`src/rtl/spi_rx_frame_ctrl_if.sv`:
```
// Control/status bundle between a burst requester and spi_rx_frame_ctrl.
// The master issues burst requests; the slave (the frame sequencer) reports progress.
interface spi_rx_frame_ctrl_if #(
  parameter int pW_FRAMES = 8
) ();
  logic                 start;
  logic                 abort;
  logic [pW_FRAMES-1:0] frame_num;
  logic                 busy;
  logic [pW_FRAMES-1:0] frame_idx;
  logic                 frame_done;
  logic                 done;
  logic                 last_seen;
  logic                 aborted;
  logic                 err;

  modport master (
    output start, abort, frame_num,
    input  busy, frame_idx, frame_done, done, last_seen, aborted, err
  );

  modport slave (
    input  start, abort, frame_num,
    output busy, frame_idx, frame_done, done, last_seen, aborted, err
  );
endinterface

```
`src/rtl/spi_rx_frame_ctrl.sv`:
```
// Frame sequencer driving the active-low spi_enb window of the 8-lane SPI receiver.
// Optional early stop on the in-band last-word flag: define SPI_RX_LAST_STOP_EN.
module spi_rx_frame_ctrl #(
  parameter int pW_DATA_SPI = 10,
  parameter int pSETUP_CYC  = 1,
  parameter int pGAP_CYC    = 4,
  parameter int pW_FRAMES   = 8
) (
  input  logic               irst,
  input  logic               spi_iclk,
  spi_rx_frame_ctrl_if.slave ctrl,
  input  logic               idata_1,
  output logic               spi_enb
);
  localparam int pMAX_A   = (pW_DATA_SPI > pGAP_CYC) ? pW_DATA_SPI : pGAP_CYC;
  localparam int pCNT_MAX = (pMAX_A > pSETUP_CYC) ? pMAX_A : pSETUP_CYC;
  localparam int pW_CNT   = (pCNT_MAX > 1) ? $clog2(pCNT_MAX) : 1;

  localparam logic [pW_CNT-1:0] pSETUP_LAST = pW_CNT'(pSETUP_CYC - 1);
  localparam logic [pW_CNT-1:0] pSHIFT_LAST = pW_CNT'(pW_DATA_SPI - 1);
  localparam logic [pW_CNT-1:0] pGAP_LAST   = pW_CNT'(pGAP_CYC - 1);

  typedef enum logic [1:0] {
    ST_IDLE  = 2'd0,
    ST_SETUP = 2'd1,
    ST_SHIFT = 2'd2,
    ST_GAP   = 2'd3
  } state_t;

  state_t               state_r;
  logic [pW_CNT-1:0]    cnt_r;
  logic [pW_FRAMES-1:0] num_r;
  logic [pW_FRAMES-1:0] frame_idx_r;
  logic                 spi_enb_r;
  logic                 busy_r;
  logic                 frame_done_r;
  logic                 done_r;
  logic                 last_seen_r;
  logic                 aborted_r;
  logic                 err_r;
  logic                 first_bit_flag_s;
  logic                 stop_s;

`ifdef SPI_RX_LAST_STOP_EN
  // The receiver's first shift edge of a frame carries the MSB, i.e. the last-word flag.
  assign first_bit_flag_s = (state_r == ST_SHIFT) && (cnt_r == '0) && idata_1;
  assign stop_s           = last_seen_r;
`else
  logic unused_idata_s;
  assign unused_idata_s   = idata_1;
  assign first_bit_flag_s = 1'b0;
  assign stop_s           = 1'b0;
`endif

  // Burst sequencer: state, counters and all registered outputs.
  always_ff @(posedge spi_iclk or posedge irst) begin
    if (irst) begin
      state_r      <= ST_IDLE;
      cnt_r        <= '0;
      num_r        <= '0;
      frame_idx_r  <= '0;
      spi_enb_r    <= 1'b1;
      busy_r       <= 1'b0;
      frame_done_r <= 1'b0;
      done_r       <= 1'b0;
      last_seen_r  <= 1'b0;
      aborted_r    <= 1'b0;
      err_r        <= 1'b0;
    end else begin
      frame_done_r <= 1'b0;
      done_r       <= 1'b0;
      aborted_r    <= 1'b0;
      err_r        <= 1'b0;
      if ((state_r != ST_IDLE) && ctrl.abort) begin
        // Partial frame is dropped: frame_idx keeps the completed count.
        state_r   <= ST_IDLE;
        cnt_r     <= '0;
        spi_enb_r <= 1'b1;
        busy_r    <= 1'b0;
        aborted_r <= 1'b1;
      end else begin
        case (state_r)
          ST_IDLE: begin
            if (ctrl.start && !ctrl.abort) begin
              if (ctrl.frame_num != '0) begin
                state_r     <= ST_SETUP;
                cnt_r       <= '0;
                num_r       <= ctrl.frame_num;
                frame_idx_r <= '0;
                last_seen_r <= 1'b0;
                busy_r      <= 1'b1;
              end else begin
                err_r <= 1'b1;
              end
            end
          end
          ST_SETUP: begin
            if (cnt_r == pSETUP_LAST) begin
              state_r   <= ST_SHIFT;
              cnt_r     <= '0;
              spi_enb_r <= 1'b0;
            end else begin
              cnt_r <= cnt_r + pW_CNT'(1);
            end
          end
          ST_SHIFT: begin
            if (first_bit_flag_s) begin
              last_seen_r <= 1'b1;
            end
            if (cnt_r == pSHIFT_LAST) begin
              state_r      <= ST_GAP;
              cnt_r        <= '0;
              spi_enb_r    <= 1'b1;
              frame_idx_r  <= frame_idx_r + pW_FRAMES'(1);
              frame_done_r <= 1'b1;
            end else begin
              cnt_r <= cnt_r + pW_CNT'(1);
            end
          end
          ST_GAP: begin
            if (cnt_r == pGAP_LAST) begin
              cnt_r <= '0;
              if ((frame_idx_r < num_r) && !stop_s) begin
                state_r   <= ST_SHIFT;
                spi_enb_r <= 1'b0;
              end else begin
                state_r <= ST_IDLE;
                busy_r  <= 1'b0;
                done_r  <= 1'b1;
              end
            end else begin
              cnt_r <= cnt_r + pW_CNT'(1);
            end
          end
          default: begin
            state_r   <= ST_IDLE;
            cnt_r     <= '0;
            spi_enb_r <= 1'b1;
            busy_r    <= 1'b0;
          end
        endcase
      end
    end
  end

  assign spi_enb         = spi_enb_r;
  assign ctrl.busy       = busy_r;
  assign ctrl.frame_idx  = frame_idx_r;
  assign ctrl.frame_done = frame_done_r;
  assign ctrl.done       = done_r;
  assign ctrl.last_seen  = last_seen_r;
  assign ctrl.aborted    = aborted_r;
  assign ctrl.err        = err_r;
endmodule

```
`src/flat_wrapper.sv`:
```
// flat-port wrapper written by rule: the top's interface ports become plain ports
module spi_rx_frame_ctrl_flat 
#(
  parameter int pW_DATA_SPI = 10,
  parameter int pSETUP_CYC  = 1,
  parameter int pGAP_CYC    = 4,
  parameter int pW_FRAMES   = 8
)
  (irst, spi_iclk, idata_1, spi_enb, ctrl_start, ctrl_abort, ctrl_frame_num, ctrl_busy, ctrl_frame_idx, ctrl_frame_done, ctrl_done, ctrl_last_seen, ctrl_aborted, ctrl_err);
  spi_rx_frame_ctrl_if #(.pW_FRAMES(pW_FRAMES)) ctrl_i ();
  input  logic irst;
  input  logic spi_iclk;
  input  logic idata_1;
  output logic spi_enb;
  input wire logic [$bits(ctrl_i.start)-1:0] ctrl_start;
  input wire logic [$bits(ctrl_i.abort)-1:0] ctrl_abort;
  input wire logic [$bits(ctrl_i.frame_num)-1:0] ctrl_frame_num;
  output wire logic [$bits(ctrl_i.busy)-1:0] ctrl_busy;
  output wire logic [$bits(ctrl_i.frame_idx)-1:0] ctrl_frame_idx;
  output wire logic [$bits(ctrl_i.frame_done)-1:0] ctrl_frame_done;
  output wire logic [$bits(ctrl_i.done)-1:0] ctrl_done;
  output wire logic [$bits(ctrl_i.last_seen)-1:0] ctrl_last_seen;
  output wire logic [$bits(ctrl_i.aborted)-1:0] ctrl_aborted;
  output wire logic [$bits(ctrl_i.err)-1:0] ctrl_err;
  assign ctrl_i.start = ctrl_start;
  assign ctrl_i.abort = ctrl_abort;
  assign ctrl_i.frame_num = ctrl_frame_num;
  assign ctrl_busy = ctrl_i.busy;
  assign ctrl_frame_idx = ctrl_i.frame_idx;
  assign ctrl_frame_done = ctrl_i.frame_done;
  assign ctrl_done = ctrl_i.done;
  assign ctrl_last_seen = ctrl_i.last_seen;
  assign ctrl_aborted = ctrl_i.aborted;
  assign ctrl_err = ctrl_i.err;
  spi_rx_frame_ctrl #(.pW_DATA_SPI(pW_DATA_SPI), .pSETUP_CYC(pSETUP_CYC), .pGAP_CYC(pGAP_CYC), .pW_FRAMES(pW_FRAMES)) u_core (.irst(irst), .spi_iclk(spi_iclk), .ctrl(ctrl_i), .idata_1(idata_1), .spi_enb(spi_enb));
endmodule
```
`config.mk`:
```
export PLATFORM = sky130hd
export DESIGN_NAME = spi_rx_frame_ctrl_flat
export DESIGN_NICKNAME = d
export VERILOG_FILES = /design/src/rtl/spi_rx_frame_ctrl_if.sv /design/src/rtl/spi_rx_frame_ctrl.sv /design/src/flat_wrapper.sv
export SDC_FILE = /design/constraint.sdc
export NUM_CORES = 1
export LEC_CHECK = 0
export ABC_AREA = 1
export CORE_UTILIZATION = 25
export DETAILED_ROUTE_END_ITERATION = 8
export SETUP_SLACK_MARGIN = 0.3
export SKIP_CTS_REPAIR_TIMING = 1
export SLEW_MARGIN = 20
export SYNTH_ARGS = -nofsm -noshare
export SYNTH_HDL_FRONTEND = slang
export SYNTH_SLANG_ARGS = --single-unit
export TNS_END_PERCENT = 10
```
`constraint.sdc`:
```
create_clock -name spi_iclk -period 2.1 [get_ports spi_iclk]
set_clock_uncertainty 0.05 [all_clocks]
set_input_delay 0.42 -clock spi_iclk [delete_from_list [all_inputs] [get_ports spi_iclk]]
set_output_delay 0.42 -clock spi_iclk [all_outputs]
set_load 0.01 [all_outputs]
```
==> out/qor.yml <==
postSynthCellCount: 215
antenna_found_initial: 0
violations: "DRC"
use_met3: 0.0317
grt_pass1_vias: 1345
leakage_uw: 0.00103
busiest_layer: "met2"
fmaxAchievable_mhz: 555
critical_path.cell_chain: "clkdlybuf4s50_1"
ys_types: 29
vias_per_cell: 4.38
p_int_uw: 1270
drc: 3
cp.arrival_ns: 1.33
wl_um: 3630
startpoint_type: "register"
grt-ovfl-total: 0
path_buf_inv: 1
grt_use_total: 0.109
fp.dieH_um: 84.1
row_count: 29
cts_root_buf: "clkbuf_8"
rsz0062_at_grt: "true"
grt_start_max_net_pins: 29
ys_seq_area_frac: 0.416
seq_power_share: 0.355
syn_area_mm2: 0.00169
clock_path_buffers: 2
crit_type: "register to output pin"
syn_area_per_cell_um2: 7.84
final-setup-viol-count: 0
power_density_mw_per_mm2: 1020
syn_nets: 243
dr_total_vias: 1424
stdcell_area_mm2: 0.00212
first_pass_iters: 6
setup_tns_ns: 0
syn_to_final_growth_pct: 26.0
status: "finished with violations"
post_drt_wl_per_cell_um: 11.2
gp_congestion: 0.788
dpl_cell_area_mm2: 0.00203
cts_buffers: 3
finalCriticalPeriod_ns: 1.80
core_area_mm2: 0.00642
dieArea_mm2: 0.00707
cts_tree: "done"
finalHoldViolCount: 0
hp-class: "register to register"
cp.required_ns: 1.63
nets: 277
worstPathMaxFanout: 6
p_comb_frac: 0.501
drive_above_1_share: 0.129
critPathTopFamily: "buffers and inverters"
worstSkewPairLatency_ns: 0.28
portBuffers: 25
place_hpwl_um: 2680
drv_cap: 0
p_sw_uw: 895
crit_slowest_cell: "clkdlybuf4s50_1"
end_kind: "output pin"
clk_pin_slew_ns: 0.10
grt.met2_usage: 0.183
yosys_register_bits: 28
finalCritPeriodShare: 0.858
p_sw_frac: 0.413
num_antenna_cells: 0
start_util: 0.262
p_clk_frac: 0.144
drt_iter0_drc: 74
grt.met1_usage: 0.138
ir_drop_mv: 0.368
cp_slowest_stage_delay_ns: 0.58
clock_sinks: 28
yosysWarnings: 0
pin_count: 28
power_uw: 2170
htreeDepth: 1
ant_nets: 0
die_x_um: 84.1
drv_slew: 0
grt_pass1_wl_um: 6200
## sequential cells by signal (all words and copies together), names as in the netlist
signal and count:
u_core.num_r 8, u_core.ctrl.err 1, u_core.ctrl.done 1, u_core.spi_enb 1, u_core.state_r 2, u_core.ctrl.aborted 1
u_core.ctrl.frame_idx 8, u_core.cnt_r 4, u_core.ctrl.busy 1, u_core.ctrl.frame_done 1
## cell usage in the layout, fill, tap and decap left out, drive strengths merged, types with 2 or more instances in the layout
| cell type | n |
|---|---|
| inv | 31 |
| clkdlybuf4s50 | 24 |
| nand3 | 13 |
| buf | 7 |
| ha | 15 |
| o21ai | 21 |
| a21oi | 6 |
| xor2 | 2 |
| nand2 | 63 |
| or2 | 2 |
| clkbuf | 4 |
| dfrtp | 27 |
| nand4 | 3 |
| nor3 | 3 |
| nor2 | 20 |
## path summary, 6_finish.rpt
| check | startpoint | end | slack (ns) | depth (start not counted) |
|---|---|---|---|---|
| max in group asynchronous | irst | u_core.spi_enb$_DFFE_PP1P_ | 1.21 | 3 |
| worst max-delay path | u_core.ctrl.frame_idx[2]$_DFFE_PP0P_ | ctrl_frame_idx[2] | 0.30 | 1 |
| worst min-delay path | u_core.spi_enb$_DFFE_PP1P_ | u_core.spi_enb$_DFFE_PP1P_ | 0.42 | 2 |
| worst min register to register | u_core.spi_enb$_DFFE_PP1P_ | u_core.spi_enb$_DFFE_PP1P_ | 0.42 | 2 |
| min in group asynchronous | irst | u_core.ctrl.frame_idx[2]$_DFFE_PP0P_ | 0.47 | 3 |
| worst max register to register | u_core.ctrl.frame_idx[5]$_DFFE_PP0P_ | u_core.state_r[1]$_DFFE_PP0P_ | 0.35 | 8 |
## metal layers
metal	wire, µm	share of wire
met5	0	0
met4	20	0.0055
met3	124	0.034
met2	1750	0.48
met1	1740	0.48
## synthesized netlist by cell type
master / count / area, µm²
nand3_1: 11 / 55.1
or2_2: 2 / 12.5
a21oi_2: 1 / 8.76
buf_2: 1 / 5.00
inv_2: 5 / 18.8
nand3_2: 2 / 20.0
dfrtp_1: 27 / 676
ha_1: 15 / 188
dfstp_2: 1 / 26.3
nand3b_1: 1 / 7.51
a21o_1: 1 / 7.51
buf_6: 1 / 11.3
a31o_2: 1 / 8.76
nor2_1: 15 / 56.3
nand2_4: 1 / 11.3
buf_4: 1 / 7.51
o21ai_0: 11 / 55.1
conb_1: 1 / 3.75
xor2_1: 2 / 17.5
o21ai_1: 10 / 50.1
nor3_1: 3 / 15.0
inv_1: 26 / 97.6
nand4_1: 3 / 18.8
nor2_4: 2 / 22.5
nor2_2: 3 / 18.8
o22ai_1: 1 / 6.26
nand2_2: 1 / 6.26
a21oi_1: 5 / 25.0
nand2_1: 61 / 229
## metrics by stage
| stage | util | hold WS [ns] | instances | worst slack [ns] |
|---|---|---|---|---|
| after global placement | 0.316 | 0.408 | 317 | 0.201 |
| after CTS | 0.323 | 0.429 | 321 | 0.258 |
| final | 0.331 | 0.421 | 325 | 0.299 |
| after floorplan | - | 0.414 | 215 | 0.604 |
| after detailed placement | 0.316 | 0.408 | 317 | 0.178 |
| after global routing | 0.331 | 0.456 | 325 | 0.230 |
## cell families after synthesis
logic type / synth area share
AND/OR/NAND/NOR: 0.281
buffers and inverters: 0.0831
AO/OA/AOI/OAI: 0.0958
flip-flops: 0.416
adder cells (fa/ha/maj): 0.111
XOR/XNOR: 0.0104
other: 0.00223
## cell type report
cell class	count	area, µm²
fill	662	4300
sequential	28	704
tap	77	96.3
clock buffer	4	45.0
inverter	31	116
multi-input combinational	153	856
timing repair buffer	32	305
## power groups by stage
| stage | Sequential [µW] | Combinational (µW) | Clock, µW |
|---|---|---|---|
| floorplan | 780 | 703 | 0 |
| global placement | 784 | 971 | 0 |
| detailed placement | 786 | 990 | 0 |
| CTS | 776 | 994 | 330 |
| global route | 786 | 1250 | 347 |
| finish | 768 | 1090 | 312 |
Power figures use the tool's default switching activity.
